==> src/rtl/lsu_align.sv <==
// lsu_align: load/store alignment unit in front of a word-only data memory.
// Accepts one B/H/W load or store request at a time. Loads are done as a
// word read followed by lane extraction and sign or zero extension. Sub-word
// stores are done as read-modify-write, because the memory only has a
// whole-word write enable. Misaligned accesses and illegal funct3 codes get
// an error response and never reach memory.
//
// Ports:
//   i_clk, i_rst_n           clock, asynchronous active-low reset
//   i_req_valid/o_req_ready  request handshake (ready only when idle)
//   i_req_we                 1 = store, 0 = load
//   i_req_funct3             000 B, 001 H, 010 W, 100 BU, 101 HU
//   i_req_addr, i_req_wdata  byte address, right-aligned store data
//   o_resp_valid             one-cycle completion pulse
//   o_resp_rdata, o_resp_err extended load data / error flag (held)
//   o_dmem_addr/_wdata/_we   word-aligned memory port
//   i_dmem_rdata             combinational read data at o_dmem_addr
module lsu_align (
  input  logic        i_clk,
  input  logic        i_rst_n,
  input  logic        i_req_valid,
  output logic        o_req_ready,
  input  logic        i_req_we,
  input  logic [2:0]  i_req_funct3,
  input  logic [31:0] i_req_addr,
  input  logic [31:0] i_req_wdata,
  output logic        o_resp_valid,
  output logic [31:0] o_resp_rdata,
  output logic        o_resp_err,
  output logic [31:0] o_dmem_addr,
  output logic [31:0] o_dmem_wdata,
  output logic        o_dmem_we,
  input  logic [31:0] i_dmem_rdata
);

  typedef enum logic [1:0] {StIdle, StAccess, StMergeWr} state_e;

  state_e      r_state, w_state_d;
  logic        r_we, w_we_d;
  logic [2:0]  r_funct3, w_funct3_d;
  logic [31:0] r_addr, w_addr_d;
  logic [31:0] r_wdata, w_wdata_d;
  logic [31:0] r_merge, w_merge_d;
  logic        r_resp_valid, w_resp_valid_d;
  logic [31:0] r_resp_rdata, w_resp_rdata_d;
  logic        r_resp_err, w_resp_err_d;

  logic        w_accept;
  logic        w_req_err;
  logic [7:0]  w_lane_b;
  logic [15:0] w_lane_h;
  logic [31:0] w_load_data;
  logic [31:0] w_merged;
  logic        w_is_sw;

  always_ff @(posedge i_clk or negedge i_rst_n) begin
    if (!i_rst_n) begin
      r_state      <= StIdle;
      r_we         <= 1'b0;
      r_funct3     <= 3'b000;
      r_addr       <= 32'h0;
      r_wdata      <= 32'h0;
      r_merge      <= 32'h0;
      r_resp_valid <= 1'b0;
      r_resp_rdata <= 32'h0;
      r_resp_err   <= 1'b0;
    end else begin
      r_state      <= w_state_d;
      r_we         <= w_we_d;
      r_funct3     <= w_funct3_d;
      r_addr       <= w_addr_d;
      r_wdata      <= w_wdata_d;
      r_merge      <= w_merge_d;
      r_resp_valid <= w_resp_valid_d;
      r_resp_rdata <= w_resp_rdata_d;
      r_resp_err   <= w_resp_err_d;
    end
  end

  always_comb begin
    w_accept = i_req_valid && (r_state == StIdle);

    // Illegal codes, stores of BU/HU, misaligned half and word accesses.
    w_req_err = (i_req_funct3 == 3'b011) || (i_req_funct3 == 3'b110) ||
                (i_req_funct3 == 3'b111) || (i_req_we && i_req_funct3[2]) ||
                ((i_req_funct3[1:0] == 2'b01) && i_req_addr[0]) ||
                ((i_req_funct3 == 3'b010) && (i_req_addr[1:0] != 2'b00));

    w_lane_b = i_dmem_rdata[{r_addr[1:0], 3'b000} +: 8];
    w_lane_h = i_dmem_rdata[{r_addr[1], 4'b0000} +: 16];
    unique case (r_funct3)
      3'b000:  w_load_data = {{24{w_lane_b[7]}}, w_lane_b};
      3'b100:  w_load_data = {24'h0, w_lane_b};
      3'b001:  w_load_data = {{16{w_lane_h[15]}}, w_lane_h};
      3'b101:  w_load_data = {16'h0, w_lane_h};
      default: w_load_data = i_dmem_rdata;
    endcase

    w_merged = r_merge;
    if (r_funct3[1:0] == 2'b00) begin
      w_merged[{r_addr[1:0], 3'b000} +: 8] = r_wdata[7:0];
    end else begin
      w_merged[{r_addr[1], 4'b0000} +: 16] = r_wdata[15:0];
    end

    // Only legal stores are latched, so funct3 010 means SW here.
    w_is_sw = r_we && (r_funct3 == 3'b010);

    w_state_d      = r_state;
    w_we_d         = r_we;
    w_funct3_d     = r_funct3;
    w_addr_d       = r_addr;
    w_wdata_d      = r_wdata;
    w_merge_d      = r_merge;
    w_resp_valid_d = 1'b0;
    w_resp_rdata_d = r_resp_rdata;
    w_resp_err_d   = r_resp_err;

    unique case (r_state)
      StIdle: begin
        if (w_accept) begin
          if (w_req_err) begin
            w_resp_valid_d = 1'b1;
            w_resp_err_d   = 1'b1;
            w_resp_rdata_d = 32'h0;
          end else begin
            w_we_d     = i_req_we;
            w_funct3_d = i_req_funct3;
            w_addr_d   = i_req_addr;
            w_wdata_d  = i_req_wdata;
            w_state_d  = StAccess;
          end
        end
      end
      StAccess: begin
        if (!r_we || w_is_sw) begin
          w_resp_valid_d = 1'b1;
          w_resp_err_d   = 1'b0;
          w_resp_rdata_d = r_we ? 32'h0 : w_load_data;
          w_state_d      = StIdle;
        end else begin
          w_merge_d = i_dmem_rdata;
          w_state_d = StMergeWr;
        end
      end
      StMergeWr: begin
        w_resp_valid_d = 1'b1;
        w_resp_err_d   = 1'b0;
        w_resp_rdata_d = 32'h0;
        w_state_d      = StIdle;
      end
      default: w_state_d = StIdle;
    endcase
  end

  // Memory write enable is decoded from state so reset drops it immediately.
  assign o_req_ready  = (r_state == StIdle);
  assign o_dmem_addr  = {r_addr[31:2], 2'b00};
  assign o_dmem_we    = ((r_state == StAccess) && w_is_sw) || (r_state == StMergeWr);
  assign o_dmem_wdata = (r_state == StMergeWr) ? w_merged : r_wdata;
  assign o_resp_valid = r_resp_valid;
  assign o_resp_rdata = r_resp_rdata;
  assign o_resp_err   = r_resp_err;

endmodule

==> config.mk <==
export PLATFORM = sky130hd
export DESIGN_NAME = lsu_align
export DESIGN_NICKNAME = d
export VERILOG_FILES = /design/src/rtl/lsu_align.sv
export SDC_FILE = /design/constraint.sdc
export NUM_CORES = 1
export LEC_CHECK = 0
export CORE_MARGIN = 2
export CORE_UTILIZATION = 40
export DETAILED_ROUTE_END_ITERATION = 10
export PLACE_DENSITY = 0.69
export SYNTH_ARGS = -nofsm -noshare
export SYNTH_HDL_FRONTEND = slang
export SYNTH_SLANG_ARGS = --single-unit
==> constraint.sdc <==
create_clock -name i_clk -period 3.65 [get_ports i_clk]
set_input_delay 1.095 -clock i_clk [delete_from_list [all_inputs] [get_ports i_clk]]
set_output_delay 1.095 -clock i_clk [all_outputs]
set_load 0.01 [all_outputs]
# Word level (Yosys, flattened, before mapping)
# Index checks and enable logic that the tools add are counted.
dict set report totals {
  word_cells 79
  ff_bits 136
}
dict set report op_classes {
  bitwise_logic 2
  eq_ne 15
  n_reduce_logical 23
  n_addsub 2
  n_shift 6
  mux 22
}
# op n
set op_table {}
lappend op_table {{2-to-1 mux 32 bit} 6}
lappend op_table {{case mux 32 bit (4 select lines)} 1}
lappend op_table {{case mux 32 bit (3 select lines)} 1}
lappend op_table {{bitwise mux 32 bit} 2}
lappend op_table {{variable shift 16 x 7 -> 32 bit (first input constant)} 1}
lappend op_table {{variable shift 8 x 7 -> 32 bit (first input constant)} 1}
lappend op_table {{indexed part select 16 x 7 -> 32 bit} 1}
lappend op_table {{indexed part select 32 x 6 -> 16 bit} 1}
lappend op_table {{indexed part select 32 x 6 -> 8 bit} 1}
lappend op_table {{indexed part select 8 x 7 -> 32 bit} 1}
lappend op_table {{negation 5 -> 7 bit} 2}
lappend op_table {{== test 3 bit (second input constant)} 4}
lappend op_table {{== test 3 x 2 -> 1 bit (second input constant)} 3}
lappend op_table {{logical OR 1 bit} 7}
lappend op_table {{logical AND 1 bit} 6}
lappend op_table {{2-to-1 mux 1 bit} 6}
lappend op_table {{2-to-1 mux 2 bit} 3}
lappend op_table {{case mux 1 bit (3 select lines)} 2}
lappend op_table {{== test 2 x 1 -> 1 bit (second input constant)} 2}
lappend op_table {{zero test 2 bit} 2}
lappend op_table {{inequality test 2 x 1 -> 1 bit (second input constant)} 2}
lappend op_table {{inequality test 2 bit (second input constant)} 2}
lappend op_table {{case mux 2 bit (2 select lines)} 1}
lappend op_table {{AND reduction 2 bit} 2}
lappend op_table {{other kinds (9)} 10}

# Logic depth before layout (Yosys ltp)
# Gate-level depths: netlist of the first run.
dict set report logic_depth {
  word_depth 9
  depth_mapped 9
  depth_no_buf 6
}

# Worst setup path after synthesis of the first run
# Ideal clock, no wire load.
dict set report synth_path {
  path_kind {register to output}
  start {reg r_addr[1]}
  end {out o_dmem_wdata[15]}
  slack_ns 0.331
  path_stages_with_launch 10
  n_path_buf 3
  arrival_time_ns 2.224
  path_cell_list {dfrtp_1 > buf_4 > inv_1 > clkbuf_1 > ha_1 > and3b_1 > and3_1 > clkbuf_1 > a22o_1 > a22o_1}
}
dict set report synth_between {
  elab_chain_cells 5
  word_cells_on_any_way 10
  cone_classes {add/sub: 2; shift: 4; mux: 4}
}
# element line
set synth_rtl {}
lappend synth_rtl {{start: declaration} 41} ;# logic [31:0] r_addr, w_addr_d;
lappend synth_rtl {{start signal: assignment} 71} ;# r_addr <= w_addr_d;
lappend synth_rtl {{negation 5 -> 7 bit, on equally long branches} {103, 101}}
lappend synth_rtl {{indexed part select 16 x 7 -> 32 bit (tied with other cells)} 103} ;# w_merged[{r_addr[1], 4'b0000} +: 16] = r_wdata[15:0];
lappend synth_rtl {{bitwise mux 32 bit, on equally long branches} {103, 101}}
lappend synth_rtl {{2-to-1 mux 32 bit (*)} 100} ;# if (r_funct3[1:0] == 2'b00) begin
lappend synth_rtl {{2-to-1 mux 32 bit (*)} 160} ;# assign o_dmem_wdata = (r_state == StMergeWr) ? w_merged : r_wdata;
lappend synth_rtl {{end: declaration} 31} ;# output logic [31:0] o_dmem_wdata,
# Mark *: on every way between the ends. The rest lies on a longest branch, timed or not.

# Worst setup path after layout of the first run
dict set report layout_path {
  start {reg r_addr[0]}
  end {out o_dmem_wdata[12]}
}
dict set report layout_between {
  elab_chain_cells 5
  word_cells_on_any_way 6
  cone_classes {add/sub: 1; shift: 2; mux: 3}
}
# element line
set layout_rtl {}
lappend layout_rtl {{negation 5 -> 7 bit (*)} 101} ;# w_merged[{r_addr[1:0], 3'b000} +: 8] = r_wdata[7:0];
lappend layout_rtl {{indexed part select 8 x 7 -> 32 bit or variable shift 8 x 7 -> 32 bit (tied branches)} 101}
lappend layout_rtl {{bitwise mux 32 bit (*)} 101}
lappend layout_rtl {{2-to-1 mux 32 bit (*)} 100}
lappend layout_rtl {{2-to-1 mux 32 bit (*)} 160}
# Marked as above.

==> results.sh, run 1 <==
export IMPL_status="complete, but fails checks"
export IMPL_failed_checks="negative setup slack"
export IMPL_setup_tns_final_ns=-0.0170
export IMPL_path_cells="inv_1 > ha_1 > and3b_1 > and3_2 > a22o_1 > a22o_1 > clkdlybuf4s50_1"
export IMPL_hpwl_um=14100
export IMPL_cap_violations=0
export IMPL_syn_inst=579
export IMPL_grt_max_degree=84
export IMPL_die_area_mm2=0.0185
export IMPL_htree_num_levels=4
export IMPL_synthFlopType="dfrtp_1"
export IMPL_antenna_found_initial=0
export IMPL_cp_common_cell="a22o_1"
export IMPL_cp_max_fo=8
export IMPL_post_route_period_util_pct=100
export IMPL_cts_root_buf="clkbuf_16"
export IMPL_routabilityCongestion=0.909
export IMPL_synth_seq_cells=136
export IMPL_power_w=0.00979
export IMPL_finalHoldViolCount=0
export IMPL_p_sw_w=0.00345
export IMPL_worst_endpoint_required_ns=2.55
export IMPL_ir_worst_vdd_mv=0.567
export IMPL_synth_edf_count=0
export IMPL_finClkSkew_ns=0.00903
export IMPL_core_mm2=0.0172
export IMPL_firstDrtPassIters=6
export IMPL_power_internal_w=0.00633
export IMPL_die_width_um=136
export IMPL_p_per_area_mw_per_mm2=995
export IMPL_slowest_delay_ns=0.48
export IMPL_portBuffers=200
export IMPL_synth_cell_type_count=48
export IMPL_drv_slew=0
export IMPL_worst_ep_arrival_time_ns=2.56
export IMPL_areaGrowthSynthToFinish_pct=40.9
export IMPL_netlist_area_mm2=0.00698
export IMPL_synth_largest_area_cell="dfrtp_1"
export IMPL_final_antenna_net_count=0
export IMPL_boundaryPins=203
export IMPL_ys_async_sr_fraction_pct=100
export IMPL_drtIter0Drc=312
export IMPL_grt_overflow=0
export IMPL_grt_pass1_wl_um=30600
export IMPL_grt_pass1_vias=5503
export IMPL_min_period_ns=3.66
export IMPL_vias_per_cell=5.44
export IMPL_min_path_type="register to register"
export IMPL_yosysMostFrequentCell="dfrtp_1"
export IMPL_die_height_um=136
export IMPL_post_drt_wl_per_cell_um=19.9
export IMPL_cts_made_buffers=17
export IMPL_end_kind="output pin"
export IMPL_clockBufferDepth=2
export IMPL_rows=48
export IMPL_route_detailed_drc=0
export IMPL_yosysWarnings=0
export IMPL_track_usage_pct=21.9
export IMPL_cts_tree="yes"
export IMPL_nNetsFinal=871
export IMPL_clkPwrFrac_pct=20.6
export IMPL_use_met1_pct=29.3
export IMPL_finalWirelength_um=19900
export IMPL_crit_cells=7
export IMPL_clk_latency_ns=0.42
export IMPL_use_met2_pct=34.6
export IMPL_startpoint_type="register"
export IMPL_clock_fmax_mhz=273
export IMPL_start_util_pct=40.6
export IMPL_switching_share_pct=35.3
export IMPL_slowest_stage="clkdlybuf4s50_1"
export IMPL_r2r_cells=6
export IMPL_ctsHoldBuffers=0
export IMPL_netlist_top_cells_area="dfrtp_1 49%, mux2_2 15%, a22o_1 6.0%"
export IMPL_setup_ws_ns=-0.00673
export IMPL_setup_worst_path_class="register to output pin"
export IMPL_finalSetupViolations=4
export IMPL_synth_common_cells="136 x dfrtp_1, 96 x mux2_2, 48 x a22o_1, 33 x buf_4, 31 x a21oi_1"
export IMPL_worstMarginPinSlew_ns=1.23
export IMPL_ys_seq_area_share_pct=48.7
export IMPL_rsz0062_at_grt="yes"
export IMPL_path_clk_slew_ns=0.06
export IMPL_pwr_share_comb_pct=50.3
export IMPL_cts_sinks=136
export IMPL_avgSynthCellArea_um2=12.1
export IMPL_n_antenna_cell=0
export IMPL_hold_depth=1
export IMPL_slew_headroom_pct=17.9
export IMPL_power_frac_seq_pct=29.1
export IMPL_drive_gt1_share_pct=25.8
export IMPL_use_met3_pct=4.40
export IMPL_finish_utilization_pct=57.3
export IMPL_p_leak_nw=4.41
export IMPL_yosysTopAreaCellShare_pct=48.7
export IMPL_crit_family="buffers and inverters"
export IMPL_cp_num_buf_inv=2
export IMPL_vias=5420
export IMPL_busiest_layer="met2"
## cells by family (layout without fill, tap and decap cells)
group / after synthesis / after routing / share of synthesized area [%]
compound gates: 155 / 155 / 16.9
flops: 136 / 136 / 48.7
mux: 119 / 119 / 20.2
buf+inv: 82 / 273 / 6.76
simple gates: 76 / 76 / 5.57
fa+ha+maj: 10 / 10 / 1.79
other cells: 1 / 2 / 0.0537
## cells in the final DEF, fill, tap and decap left out, drive strengths merged, types with 2 or more instances in the layout
cell type / count
clkdlybuf4s50: 177
dfrtp: 136
mux2: 116
a22o: 48
a21oi: 31
buf: 28
nor2: 27
clkbuf: 24
a21o: 17
nor2b: 16
inv: 13
nand2: 11
dlymetal6s2s: 10
ha: 10
a211oi: 8
a22oi: 8
nor3: 8
o21ai: 8
o21a: 7
a2bb2oi: 7
bufinv: 7
dlygate4sd2: 7
o32ai: 6
nand2b: 4
clkinv: 4
mux2i: 3
a32oi: 2
a221oi: 2
a32o: 2
conb: 2
clkinvlp: 2
nor3b: 2
a41o: 2
## area by class of cell
class / count / area (um2)
Sequential cell: 136 / 3400
Clock inverter: 13 / 249
Timing Repair Buffer: 228 / 2250
Fill cell: 1446 / 7340
Tap cell: 225 / 282
Clock buffer: 19 / 443
Inverter: 13 / 48.8
Multi-Input combinational cell: 362 / 3160
## sequential cells by signal (all words and copies together) (netlist names)
| register | count |
|---|---|
| o_resp_rdata | 32 |
| r_addr | 32 |
| r_merge | 32 |
| r_wdata | 32 |
| r_funct3 | 3 |
| r_state | 2 |
| o_resp_err | 1 |
| o_resp_valid | 1 |
| r_we | 1 |
## what timing repair did
action | 4_1_cts | 5_1_grt
cloned | 0 | 1
gates resized for setup | 21 | 25
pin swaps | 4 | 4
setup buffers | 4 | 4
endpoints found under the setup margin | 32 | 27
## layer usage
| layer | part of all wire (%) | wire length [um] |
|---|---|---|
| met1 | 44 | 8640 |
| met2 | 47 | 9410 |
| met3 | 6.0 | 1180 |
| met4 | 3.1 | 624 |
| met5 | 0 | 0 |
## path summary, 6_finish.rpt
check / startpoint / end / slack (ns)
max in group asynchronous: i_rst_n / r_wdata[28]$_DFFE_PN0P_ / 2.13
max reg2reg: r_state[1]$_DFFE_PN0P_ / r_merge[8]$_DFFE_PN0N_ / 1.10
min: o_resp_rdata[7]$_DFFE_PN0P_ / o_resp_rdata[7]$_DFFE_PN0P_ / 0.50
min reg2reg: o_resp_rdata[7]$_DFFE_PN0P_ / o_resp_rdata[7]$_DFFE_PN0P_ / 0.50
max: r_addr[0]$_DFFE_PN0P_ / o_dmem_wdata[12] / -0.007
min in group asynchronous: i_rst_n / o_resp_rdata[16]$_DFFE_PN0P_ / 0.71
## power groups by stage
stage | logic, W | registers, W | clock network (W)
after CTS | 0.00486 | 0.00285 | 0.00204
after detailed placement | 0.00482 | 0.00286 | 0
after global placement | 0.00471 | 0.00283 | 0
after global routing | 0.00530 | 0.00295 | 0.00212
final | 0.00492 | 0.00285 | 0.00201
after floorplan | 0.00301 | 0.00273 | 0
## stage by stage
stage / cell area (um2) / std cells / hold WS [ns] / setup slack, ns
after global routing: 9840 / 996 / 0.514 / -0.111
final: 9840 / 996 / 0.504 / -0.00673
after floorplan: 6990 / 580 / 0.475 / 0.331
after detailed placement: 9010 / 955 / 0.492 / 0.196
after global placement: 9010 / 955 / 0.479 / 0.213
after CTS: 9750 / 991 / 0.505 / -0.00364
Note: power is estimated with default switching activity, not from simulation.
==> run 2, diff against run 1 <==
- CORE_UTILIZATION: 40 -> 48
- PLACE_DENSITY: 0.69 -> 0.81
- SLEW_MARGIN: default -> 10
==> run 2 against run 1 <==
  * The run now ends clean
  * Fmax is 2.2% higher
  * Utilization is 11 points higher
  * Hold slack better by 0.00089 ns
  * Final cell count is 3.6% lower
  * Clock skew is 0.0032 ns lower
  * Setup slack better by 0.079 ns
  * Power is 1.2% lower
  * Sequential power hardly changed
  * Flip-flop and latch count stayed put
  * Via count is 0.76% higher
  * Highest routed layer unchanged
==> results.sh, run 2 (synthesis gave the netlist of run 1 again) <==
export IMPL_regToRegSetupSlack_ns=1.07
export IMPL_rr_startpoint="r_state[1]$_DFFE_PN0P_"
export IMPL_routabilityCongestion=0.887
export IMPL_fillers=1056
export IMPL_ir_worst_vdd_mv=0.569
export IMPL_antenna_found_initial=0
export IMPL_core_mm2=0.0144
export IMPL_cts_root_buf="clkbuf_16"
export IMPL_finalSetupViolations=0
export IMPL_p_per_area_mw_per_mm2=985
export IMPL_post_drt_wl_per_cell_um=20.1
export IMPL_areaGrowthSynthToFinish_pct=40.5
export IMPL_vias=5461
export IMPL_pwr_share_comb_pct=52.2
export IMPL_drv_slew=0
export IMPL_die_area_mm2=0.0155
export IMPL_track_usage_pct=24.8
export IMPL_startpoint_type="register"
export IMPL_boundaryPins=203
export IMPL_dp_cells=916
export IMPL_portBuffers=200
export IMPL_final_antenna_net_count=0
export IMPL_hpwl_um=13900
export IMPL_fin_cells=960
export IMPL_finalHoldViolCount=0
export IMPL_cp_max_fo=8
export IMPL_path_cells="inv_4 > ha_4 > and3b_1 > and3_4 > a22o_1 > a22o_1 > clkdlybuf4s50_1"
export IMPL_startpoint="r_addr[1]$_DFFE_PN0P_"
export IMPL_cap_violations=0
export IMPL_min_path_type="register to register"
export IMPL_finClkSkew_ns=0.00583
export IMPL_ctsHoldBuffers=0
export IMPL_p_sw_w=0.00347
export IMPL_grt_pass1_vias=5611
export IMPL_finalWirelength_um=19300
export IMPL_die_height_um=125
export IMPL_slowest_delay_ns=0.48
export IMPL_n_antenna_cell=0
export IMPL_drtIter0Drc=383
export IMPL_hold_ws_ns=0.505
export IMPL_switching_share_pct=36.0
export IMPL_end_kind="output pin"
export IMPL_clkPwrFrac_pct=18.1
export IMPL_power_frac_seq_pct=29.7
export IMPL_p_leak_nw=4.40
export IMPL_path_clk_slew_ns=0.06
export IMPL_drive_gt1_share_pct=26.2
export IMPL_r2r_cells=6
export IMPL_die_width_um=125
export IMPL_slew_headroom_pct=22.7
export IMPL_clockBufferDepth=2
export IMPL_power_w=0.00966
export IMPL_start_util_pct=48.6
export IMPL_cts_made_buffers=17
export IMPL_post_route_period_util_pct=98.0
export IMPL_nNetsFinal=876
export IMPL_cts_tree="yes"
export IMPL_setup_worst_path_class="register to output pin"
export IMPL_final_area_mm2=0.00981
export IMPL_htree_num_levels=4
export IMPL_grt_overflow=0
export IMPL_clk_latency_ns=0.42
export IMPL_worst_endpoint_required_ns=2.55
export IMPL_grt_pass1_wl_um=30400
export IMPL_worstMarginPinSlew_ns=1.16
export IMPL_status="completed"
export IMPL_vias_per_cell=5.69
export IMPL_cp_endpoint="o_dmem_wdata[11]"
export IMPL_clock_fmax_mhz=279
export IMPL_layout_commonest_cell="clkdlybuf4s50_1"
export IMPL_worst_ep_arrival_time_ns=2.48
export IMPL_firstDrtPassIters=5
export IMPL_cp_common_cell="a22o_1"
export IMPL_slowest_stage="clkdlybuf4s50_1"
export IMPL_rows=44
export IMPL_power_internal_w=0.00619
export IMPL_grt_max_degree=88
export IMPL_cts_sinks=136
export IMPL_final_cell_mix="181 x clkdlybuf4s50_1, 135 x dfrtp_1, 96 x mux2_2, 48 x a22o_1, 29 x a21oi_1"
export IMPL_reg2reg_to="r_merge[30]$_DFFE_PN0N_"
export IMPL_setup_tns_final_ns=0
export IMPL_route_detailed_drc=0
export IMPL_placed_area_mm2=0.00897
export IMPL_min_period_ns=3.58
-- run 2: cell count changes in the layout (fill, tap and decap cells not counted), sizes merged, moves of 3 or more --
cell,delta
clkdlybuf4s50,+4
clkinvlp,+3
bufinv,-4
dlygate4sd2,-3
clkbuf,-4
buf,+5
-- run 2: repair_timing --
action / CTS / global route
buffers inserted: 3 / 7
gates cloned: 1 / 0
resized for setup: 20 / 25
pin swaps: 3 / 3
setup endpoints to repair: 18 / 30
-- run 2: worst max-delay path: cells and delay by family (launching register included) --
family                     cells  cell delay (ns)
buffers and inverters          2             0.59
DFF                            1             0.45
AOI/OAI and AO/OA              2             0.44
and+or+nand+nor                2             0.37
adders and majority gates      1             0.22
-- run 2: final cells by class --
cell class	instances	area, um2	share of cell area (%)
flip-flops and latches	136	3400	34.7
clock buffers	19	453	4.62
clock inverters	13	153	1.56
repair buffers	233	2330	23.7
inverters	13	51.3	0.523
well taps	184	230	2.35
multi-input cells	362	3190	32.5
-- run 2: power by group through the flow --
stage / clock (W) / combinational [W] / sequential [W]
2_1_floorplan: 0 / 0.00301 / 0.00273
3_3_place_gp: 0 / 0.00470 / 0.00282
3_5_place_dp: 0 / 0.00482 / 0.00286
4_1_cts: 0.00178 / 0.00493 / 0.00285
5_1_grt: 0.00184 / 0.00540 / 0.00296
6_report: 0.00175 / 0.00505 / 0.00287
-- run 2: per-layer routing --
layer	vias to the layer above	GRT usage (%)	routed length [um]
li1	2452	-	-
met1	2716	32.5	8080
met2	251	40.5	9450
met3	42	5.41	1300
met4	0	9.65	494
met5	-	0	0
-- run 2: per-stage QoR --
step                      setup WS, ns  util [%]
after floorplan                  0.331         -
after global placement           0.230      62.5
after detailed placement         0.253      62.5
after CTS                      0.00350      67.3
after global routing          -0.00638      68.3
final                           0.0720      68.3
-- run 2: worst min-delay path by stage --
| stage | startpoint | endpoint | slack [ns] | cells after the start |
|---|---|---|---|---|
| 2_1_floorplan | r_wdata[24]$_DFFE_PN0P_ | r_wdata[24]$_DFFE_PN0P_ | 0.48 | 1 |
| 3_3_place_gp | o_resp_rdata[7]$_DFFE_PN0P_ | o_resp_rdata[7]$_DFFE_PN0P_ | 0.48 | 1 |
| 3_5_place_dp | o_resp_rdata[5]$_DFFE_PN0P_ | o_resp_rdata[5]$_DFFE_PN0P_ | 0.48 | 1 |
| 4_1_cts | r_wdata[22]$_DFFE_PN0P_ | r_wdata[22]$_DFFE_PN0P_ | 0.51 | 1 |
| 5_1_grt | r_addr[3]$_DFFE_PN0P_ | r_addr[3]$_DFFE_PN0P_ | 0.52 | 1 |
| 6_report | o_resp_rdata[7]$_DFFE_PN0P_ | o_resp_rdata[7]$_DFFE_PN0P_ | 0.50 | 1 |
